### src/rtl/exwb_lane_pipe.sv
// exwb_lane_pipe: N-lane EX -> S1(MEM) -> ... -> S[DEPTH](WB) writeback pipeline with forwarding
//   Optional debug trace ports are compiled in when PIPE_DEBUG_EN is defined.
//   Ports:
//     clk, rst             clock, synchronous active-high reset
//     stall                freeze every stage and suppress commit
//     ex_valid/we/waddr/   per-lane EX bundle; ex_late marks results that arrive at S1
//     ex_wdata/ex_late
//     ex_br_hit/br_lane    mispredict in EX: lanes younger than br_lane are squashed
//     s1_late_data         late results for the S1 entries
//     rd_addr/rd_data_in   EX read ports and register file data
//     rd_data_out          forwarded operands; fwd_hazard flags a late S1 result still pending
//     wb_we/waddr/wdata    commit from S[DEPTH]
//     retire_cnt           count of valid lanes leaving S[DEPTH]
//     ex_pc, debug_wb_*    (PIPE_DEBUG_EN only) PC pipe and commit trace
module exwb_lane_pipe #(
   parameter int LANES = 2,
   parameter int XLEN  = 32,
   parameter int RAW   = 5,
   parameter int DEPTH = 2,
   parameter int NRP   = 2*LANES,
   localparam int BW   = (LANES > 1) ? $clog2(LANES) : 1
) (
   input  logic                  clk,
   input  logic                  rst,
   input  logic                  stall,
   input  logic [LANES-1:0]      ex_valid,
   input  logic [LANES-1:0]      ex_we,
   input  logic [LANES*RAW-1:0]  ex_waddr,
   input  logic [LANES*XLEN-1:0] ex_wdata,
   input  logic [LANES-1:0]      ex_late,
   input  logic                  ex_br_hit,
   input  logic [BW-1:0]         ex_br_lane,
   input  logic [LANES*XLEN-1:0] s1_late_data,
   input  logic [NRP*RAW-1:0]    rd_addr,
   input  logic [NRP*XLEN-1:0]   rd_data_in,
   output logic [NRP*XLEN-1:0]   rd_data_out,
   output logic [NRP-1:0]        fwd_hazard,
   output logic [LANES-1:0]      wb_we,
   output logic [LANES*RAW-1:0]  wb_waddr,
   output logic [LANES*XLEN-1:0] wb_wdata,
   output logic [31:0]           retire_cnt
`ifdef PIPE_DEBUG_EN
   ,
   input  logic [LANES*32-1:0]   ex_pc,
   output logic [LANES*32-1:0]   debug_wb_pc,
   output logic [LANES*4-1:0]    debug_wb_rf_we,
   output logic [LANES*RAW-1:0]  debug_wb_rf_wnum,
   output logic [LANES*XLEN-1:0] debug_wb_rf_wdata
`endif
);
   logic [DEPTH:1][LANES-1:0]           s_valid;
   logic [DEPTH:1][LANES-1:0]           s_we;
   logic [DEPTH:1][LANES-1:0][RAW-1:0]  s_waddr;
   logic [DEPTH:1][LANES-1:0][XLEN-1:0] s_data;
   logic [LANES-1:0]                    s1_late;
   logic [LANES-1:0][XLEN-1:0]          late_d;
   logic [LANES-1:0][XLEN-1:0]          s2_data;
   logic [LANES-1:0]                    eff;
   logic [31:0]                         pop;
   assign late_d = s1_late_data;
   // the branch lane itself survives; only strictly younger lanes are dropped
   always_comb begin
      eff = '0;
      for (int l = 0; l < LANES; l++)
         eff[l] = ex_valid[l] & ~(ex_br_hit & (l > int'(ex_br_lane)));
   end
   // late results replace the ALU value as the entry leaves S1
   always_comb begin
      s2_data = '0;
      for (int l = 0; l < LANES; l++)
         s2_data[l] = s1_late[l] ? late_d[l] : s_data[1][l];
   end
   always_comb begin
      pop = '0;
      for (int l = 0; l < LANES; l++)
         pop = pop + 32'(s_valid[DEPTH][l]);
   end
   always_ff @(posedge clk) begin
      if (rst) begin
         s_valid    <= '0;
         s_we       <= '0;
         s_waddr    <= '0;
         s_data     <= '0;
         s1_late    <= '0;
         retire_cnt <= '0;
      end else if (!stall) begin
         s_valid[1] <= eff;
         s_we[1]    <= ex_we;
         s_waddr[1] <= ex_waddr;
         s_data[1]  <= ex_wdata;
         s1_late    <= ex_late;
         s_valid[2] <= s_valid[1];
         s_we[2]    <= s_we[1];
         s_waddr[2] <= s_waddr[1];
         s_data[2]  <= s2_data;
         for (int k = 2; k < DEPTH; k++) begin
            s_valid[k+1] <= s_valid[k];
            s_we[k+1]    <= s_we[k];
            s_waddr[k+1] <= s_waddr[k];
            s_data[k+1]  <= s_data[k];
         end
         retire_cnt <= retire_cnt + pop;
      end
   end
   // commit only on advancing cycles so a held WB entry is written exactly once
   assign wb_we    = s_valid[DEPTH] & s_we[DEPTH] & {LANES{~stall}};
   assign wb_waddr = s_waddr[DEPTH];
   assign wb_wdata = s_data[DEPTH];
   // oldest stage first, lanes ascending: the last match seen (nearest stage, youngest lane) wins
   for (genvar p = 0; p < NRP; p++) begin : g_fwd
      logic [RAW-1:0]  a;
      logic [XLEN-1:0] d;
      logic            h;
      assign a = rd_addr[p*RAW +: RAW];
      always_comb begin
         d = rd_data_in[p*XLEN +: XLEN];
         h = 1'b0;
         for (int k = DEPTH; k >= 1; k--)
            for (int l = 0; l < LANES; l++)
               if (s_valid[k][l] && s_we[k][l] && s_waddr[k][l] == a && a != '0) begin
                  d = (k == 1 && s1_late[l]) ? late_d[l] : s_data[k][l];
                  h = (k == 1) && s1_late[l] && stall;
               end
      end
      assign rd_data_out[p*XLEN +: XLEN] = d;
      assign fwd_hazard[p] = h;
   end
`ifdef PIPE_DEBUG_EN
   logic [DEPTH:1][LANES-1:0][31:0] s_pc;
   always_ff @(posedge clk) begin
      if (rst)
         s_pc <= '0;
      else if (!stall) begin
         s_pc[1] <= ex_pc;
         for (int k = 1; k < DEPTH; k++)
            s_pc[k+1] <= s_pc[k];
      end
   end
   assign debug_wb_pc       = s_pc[DEPTH];
   assign debug_wb_rf_wnum  = wb_waddr;
   assign debug_wb_rf_wdata = wb_wdata;
   for (genvar l = 0; l < LANES; l++) begin : g_dbg
      assign debug_wb_rf_we[l*4 +: 4] = {4{wb_we[l]}};
   end
`endif
endmodule

### config.mk
export PLATFORM = sky130hd
export DESIGN_NAME = exwb_lane_pipe
export DESIGN_NICKNAME = d
export VERILOG_FILES = /design/src/rtl/exwb_lane_pipe.sv
export SDC_FILE = /design/constraint.sdc
export NUM_CORES = 1
export LEC_CHECK = 0
export CORE_AREA = 3 3 206 208
export CTS_BUF_LIST = sky130_fd_sc_hd__clkbuf_2 sky130_fd_sc_hd__clkbuf_4 sky130_fd_sc_hd__clkbuf_8
export DETAILED_ROUTE_END_ITERATION = 12
export DIE_AREA = 0 0 209 211
export DONT_BUFFER_PORTS = 1
export GPL_TIMING_DRIVEN = 1
export HOLD_SLACK_MARGIN = 0.06
export PLACE_DENSITY = 0.53
export SYNTH_ARGS = -nofsm -noshare
export SYNTH_HDL_FRONTEND = slang
export SYNTH_SLANG_ARGS = --single-unit
### constraint.sdc
create_clock -name clk -period 4.15 [get_ports clk]
set_input_delay 0.6225 -clock clk [delete_from_list [all_inputs] [get_ports clk]]
set_output_delay 0.6225 -clock clk [all_outputs]
set_load 0.03 [all_outputs]
Word level (Yosys, flattened, before mapping)
Index checks and enable logic that the tools add are counted.
{"block": "classes", "n_addsub": 2, "n_lt_le_gt_ge": 1, "n_eq_ne": 16, "muxes": 26, "n_bitwise": 6, "n_reduce_logical": 42}
{"cell": "two-way mux 32 bit", "count": 18}
{"cell": "== test 5 bit", "count": 16}
{"cell": "logical AND 1 bit", "count": 38}
{"cell": "adder 32 x 2 -> 32 bit", "count": 1}
{"cell": "nonzero test 5 bit", "count": 4}
{"cell": "two-way mux 1 bit", "count": 8}
{"cell": "AND 2 bit", "count": 2}
{"cell": "adder 1 x 1 -> 2 bit", "count": 1}
{"cell": "AND 1 bit", "count": 2}
{"cell": "inverter 1 bit", "count": 2}
{"cell": "> comparator 1 bit (first input constant)", "count": 1}
{"block": "word_totals", "reg_bits": 190, "inputBits": 297, "wordCells": 107}

Depth between registers and ports, before layout
{"block": "depth", "ltp_word": 7, "depth_mapped": 10, "depth_no_buf": 10}

Least setup slack after synthesis
Ideal clock, no wire load.
{"block": "synth_timing", "path_kind": "input port to output port", "from": "input rd_addr[8]", "to": "output rd_data_out[34]", "t_arrival_ns": 2.800, "t_required_ns": 3.527, "slack_ns": 0.727, "cell_stages": 9, "path_buffers": 3, "path_cell_list": "buf_2 xor2_1 or4_1 or2_1 buf_2 buf_2 o21ai_0 a21oi_1 o21ai_0"}
{"block": "synth_between", "elab_chain_cells": 7, "word_cells_on_any_way": 17, "cone_classes": "4 x eq/ne; 4 x mux; 9 x reduce/logical"}
{"element": "start: declaration", "line": "34", "rtl": "input logic [NRP*RAW-1:0] rd_addr,"}
{"element": "== test 5 bit", "line": "120", "rtl": "if (s_valid[k][l] && s_we[k][l] && s_waddr[k][l] == a && a != '0) begin"}
{"element": "logical AND 1 bit (2 in series)", "line": "120"}
{"element": "two-way mux 32 bit (3 in series)", "line": "120"}
{"element": "two-way mux 32 bit (*)", "line": "120"}
{"element": "end: declaration", "line": "36", "rtl": "output logic [NRP*XLEN-1:0] rd_data_out,"}
Every way passes the cells marked *; elsewhere a longest branch is shown, timed or not.

Final worst setup path
{"block": "layout_timing", "from": "register s_waddr[5] (netlist bit)", "to": "output rd_data_out[81]"}
{"block": "layout_between", "elab_chain_cells": 4}
{"element": "start: declaration", "line": "53", "rtl": "logic [DEPTH:1][LANES-1:0][RAW-1:0] s_waddr;"}
{"element": "start signal: indexed assignment", "line": "99", "rtl": "s_waddr[k+1] <= s_waddr[k];"}
{"element": "== test 5 bit", "line": "120"}
{"element": "logical AND 1 bit (2 in series)", "line": "120"}
{"element": "two-way mux 32 bit", "line": "120"}
Every way passes these cells.

==> results.toml <==
[route]
routed_via_density = 6.19
ant_nets = 0
vias = 14195
wirelength_mm = 71.7
drc_errors = 0
wl_per_cell_um = 31.3
firstDrtPassIters = 5
drtIter0Drc = 1383

[worst_hold_path]
hold_path_class = "in -> reg"
holdPathStages = 1
hold_path.startpoint = "rst"
min_to = "s_data[50]"

[cells_and_area]
stdcell_area_mm2 = 0.0156
register_area_mm2 = 0.00381
nFillCells = 4274
nNetsFinal = 2046
drive_gt1_frac = 0.195
multi_input_area_mm2 = 0.00925
area_growth_pct = 7.89

[worst_setup_path]
worstSetupPathType = "reg -> out"
crit-reg2reg-launch = "retire_cnt[0]"
r2r_setup_slack_ps = 1140
worstReg2RegEnd = "retire_cnt[31]"
cp.arrival_ps = 3340
startpoint_type = "flop"
required_ps = 3530
reg2regPathDepth = 8
end_kind = "primary output"
crit_fanout = 27

[timing]
finClkSkew_ps = 18.6
fmax_mhz = 253
slew_violations = 0
whs_ps = 137
setup_violations = 0
rsz0062_at_grt = "false"
hold_violations = 0
finalCritPeriodShare = 0.954
period_minus_slack_ps = 3960
setup_ws_ps = 190
tightest_slew_ps = 1220
fin_tns_setup_ps = 0
relSlewSlack = 0.189

[floorplanning]
rows = 74
die_w_um = 209
ios = 537
die-height_um = 211
initial_core_util = 0.355
coreArea_mm2 = 0.0407
die_area_mm2 = 0.0441

[global_routing]
grt_pass1_vias = 13502
grt_util_all_layers = 0.310
antenna_found_initial = 6
grt_pass1_wl_mm = 100
grt_max_degree = 230
overflow = 0

[clock_tree]
htreeDepth = 4
numCtsBuffers = 17
clock_path_buffers = 2
insertion_delay_ps = 580
path_clk_slew_ps = 100
cts_tree = "done"
cts_root_buffer = "clkbuf_8"
cts.sinks = 190

[placed_design]
post_dp_cell_area_mm2 = 0.0152
pre_cts_ws_ps = 367
gp_routability_congestion = 0.961
hpwl_mm = 51.2
io_buffer_count = 0

[yosys]
ys.flop_type = "dfxtp_1"
synthXorXnorAreaFrac = 0.0600
syn_area_per_cell_um2 = 7.97
synth-compound-area-share = 0.214
ys_types = 69
ys_seq_area_frac = 0.263
syn_area_mm2 = 0.0145
synth-edff-count = 0
synthSimpleGateAreaFrac = 0.177
synthAdderAreaFrac = 0.00225
synthCells = 1814
ys_seq_elements = 190
synth_top_family_by_area = "compound AO/OA/AOI/OAI gates"
synthMuxAreaShare = 0.179
yosys_warnings = 0
synthArstFlopShare = 0
syn_nets = 2113

[flow_run]
maxCapViolations = 0

[pwr]
power.leakage_nw = 6.44
p_per_area_mw_per_mm2 = 272
peakVddDrop_mv = 0.217

[run_status]
status = "finished clean"
[Yosys cell counts, types with 49 or more instances]
cell | count | share of area
mux2i_1 | 179 | 0.12
nand2_1 | 126 | 0.033
dfxtp_1 | 190 | 0.26
clkbuf_1 | 99 | 0.026
a21oi_1 | 83 | 0.029
mux2_2 | 53 | 0.041
buf_4 | 85 | 0.044
xor2_1 | 55 | 0.033
o21ai_0 | 73 | 0.025
buf_2 | 49 | 0.017
o221ai_1 | 76 | 0.046
nor2_1 | 281 | 0.073
[logic make-up (layout without fill, tap and decap cells)]
family,count (synthesis),count (layout)
simple gates,558,558
compound gates,443,443
buf+inv,277,223
mux,245,245
flops,190,190
xor+xnor,99,99
fa+ha+maj,2,2
other cells,0,2
[cell type report]
type | instances | area share
clock buffers | 19 | 0.0160
well taps | 532 | 0.0427
diodes | 2 | 0.000321
inverters | 19 | 0.00457
repair buffers | 172 | 0.0910
multi-input cells | 1347 | 0.593
flip-flops and latches | 190 | 0.244
clock inverters | 13 | 0.00818
[flip-flops by register name, indices dropped and copies added (netlist names)]
| signal | cells |
|---|---|
| s_data | 64 |
| wb_waddr | 10 |
| retire_cnt | 32 |
| s_we | 4 |
| s1_late | 2 |
| s_valid | 4 |
| wb_wdata | 64 |
| s_waddr | 10 |
[critical path: stages, from the launching register on]
cell     delay [ps]
dfxtp_1         480
buf_4           210
inv_1            60
o221a_2         280
nand4_1         250
buf_4           420
nor2b_4         210
buf_4           380
a31o_2          420
[metal layers]
metal	vias up	track usage	share of wire
met3	151	0.116	0.10
li1	6284	-	-
met2	799	0.508	0.47
met4	10	0.110	0.034
met5	-	0	0.0010
met1	6951	0.376	0.39
[report_power, final]
group | switching, W | internal [W]
logic | 0.000479 | 0.000359
registers | 0.000198 | 0.00190
clock network | 0.000800 | 0.000500
total | 0.00148 | 0.00276
[cells in the final DEF, fill, tap and decap left out, types with 25 or more instances in the layout]
| cell | instances |
|---|---|
| nand2_1 | 124 |
| a31o_2 | 27 |
| o221ai_1 | 76 |
| a21oi_1 | 83 |
| and3_1 | 25 |
| xor2_1 | 55 |
| mux2_2 | 53 |
| xnor2_1 | 44 |
| nor2_1 | 280 |
| buf_4 | 161 |
| dfxtp_1 | 187 |
| o21ai_0 | 73 |
| o22ai_1 | 27 |
| o21ai_1 | 30 |
| mux2i_1 | 179 |
[timing repair]
action                                 4_1_cts  5_1_grt
gates cloned                                 0        0
pin swaps                                    0        1
setup buffers                                0        3
endpoints found under the hold margin        1        0
gates resized for setup                      1        4
setup endpoints to repair                   11       12
hold buffers                                 1        0
[worst max-delay path by stage]
stage,start,slack (ps),cells past startpoint,to
final,s_waddr[5],190,8,rd_data_out[81]
after global routing,wb_waddr[4],0.1,7,rd_data_out[64]
after CTS,s_valid[2],50,9,rd_data_out[58]
after detailed placement,rd_addr[6],370,8,rd_data_out[36]
after global placement,rd_addr[6],360,8,rd_data_out[36]
after floorplan,rd_addr[8],730,9,rd_data_out[34]
[per-stage QoR]
step                cells  power (W)  utilization
finish               2294    0.00424        0.383
global route         2293    0.00441        0.383
CTS                  2289    0.00428        0.382
detailed placement   2256    0.00297        0.372
global placement     2256    0.00296        0.372
floorplan            1814    0.00281            -
No activity file was read; power rests on OpenSTA's default activity.
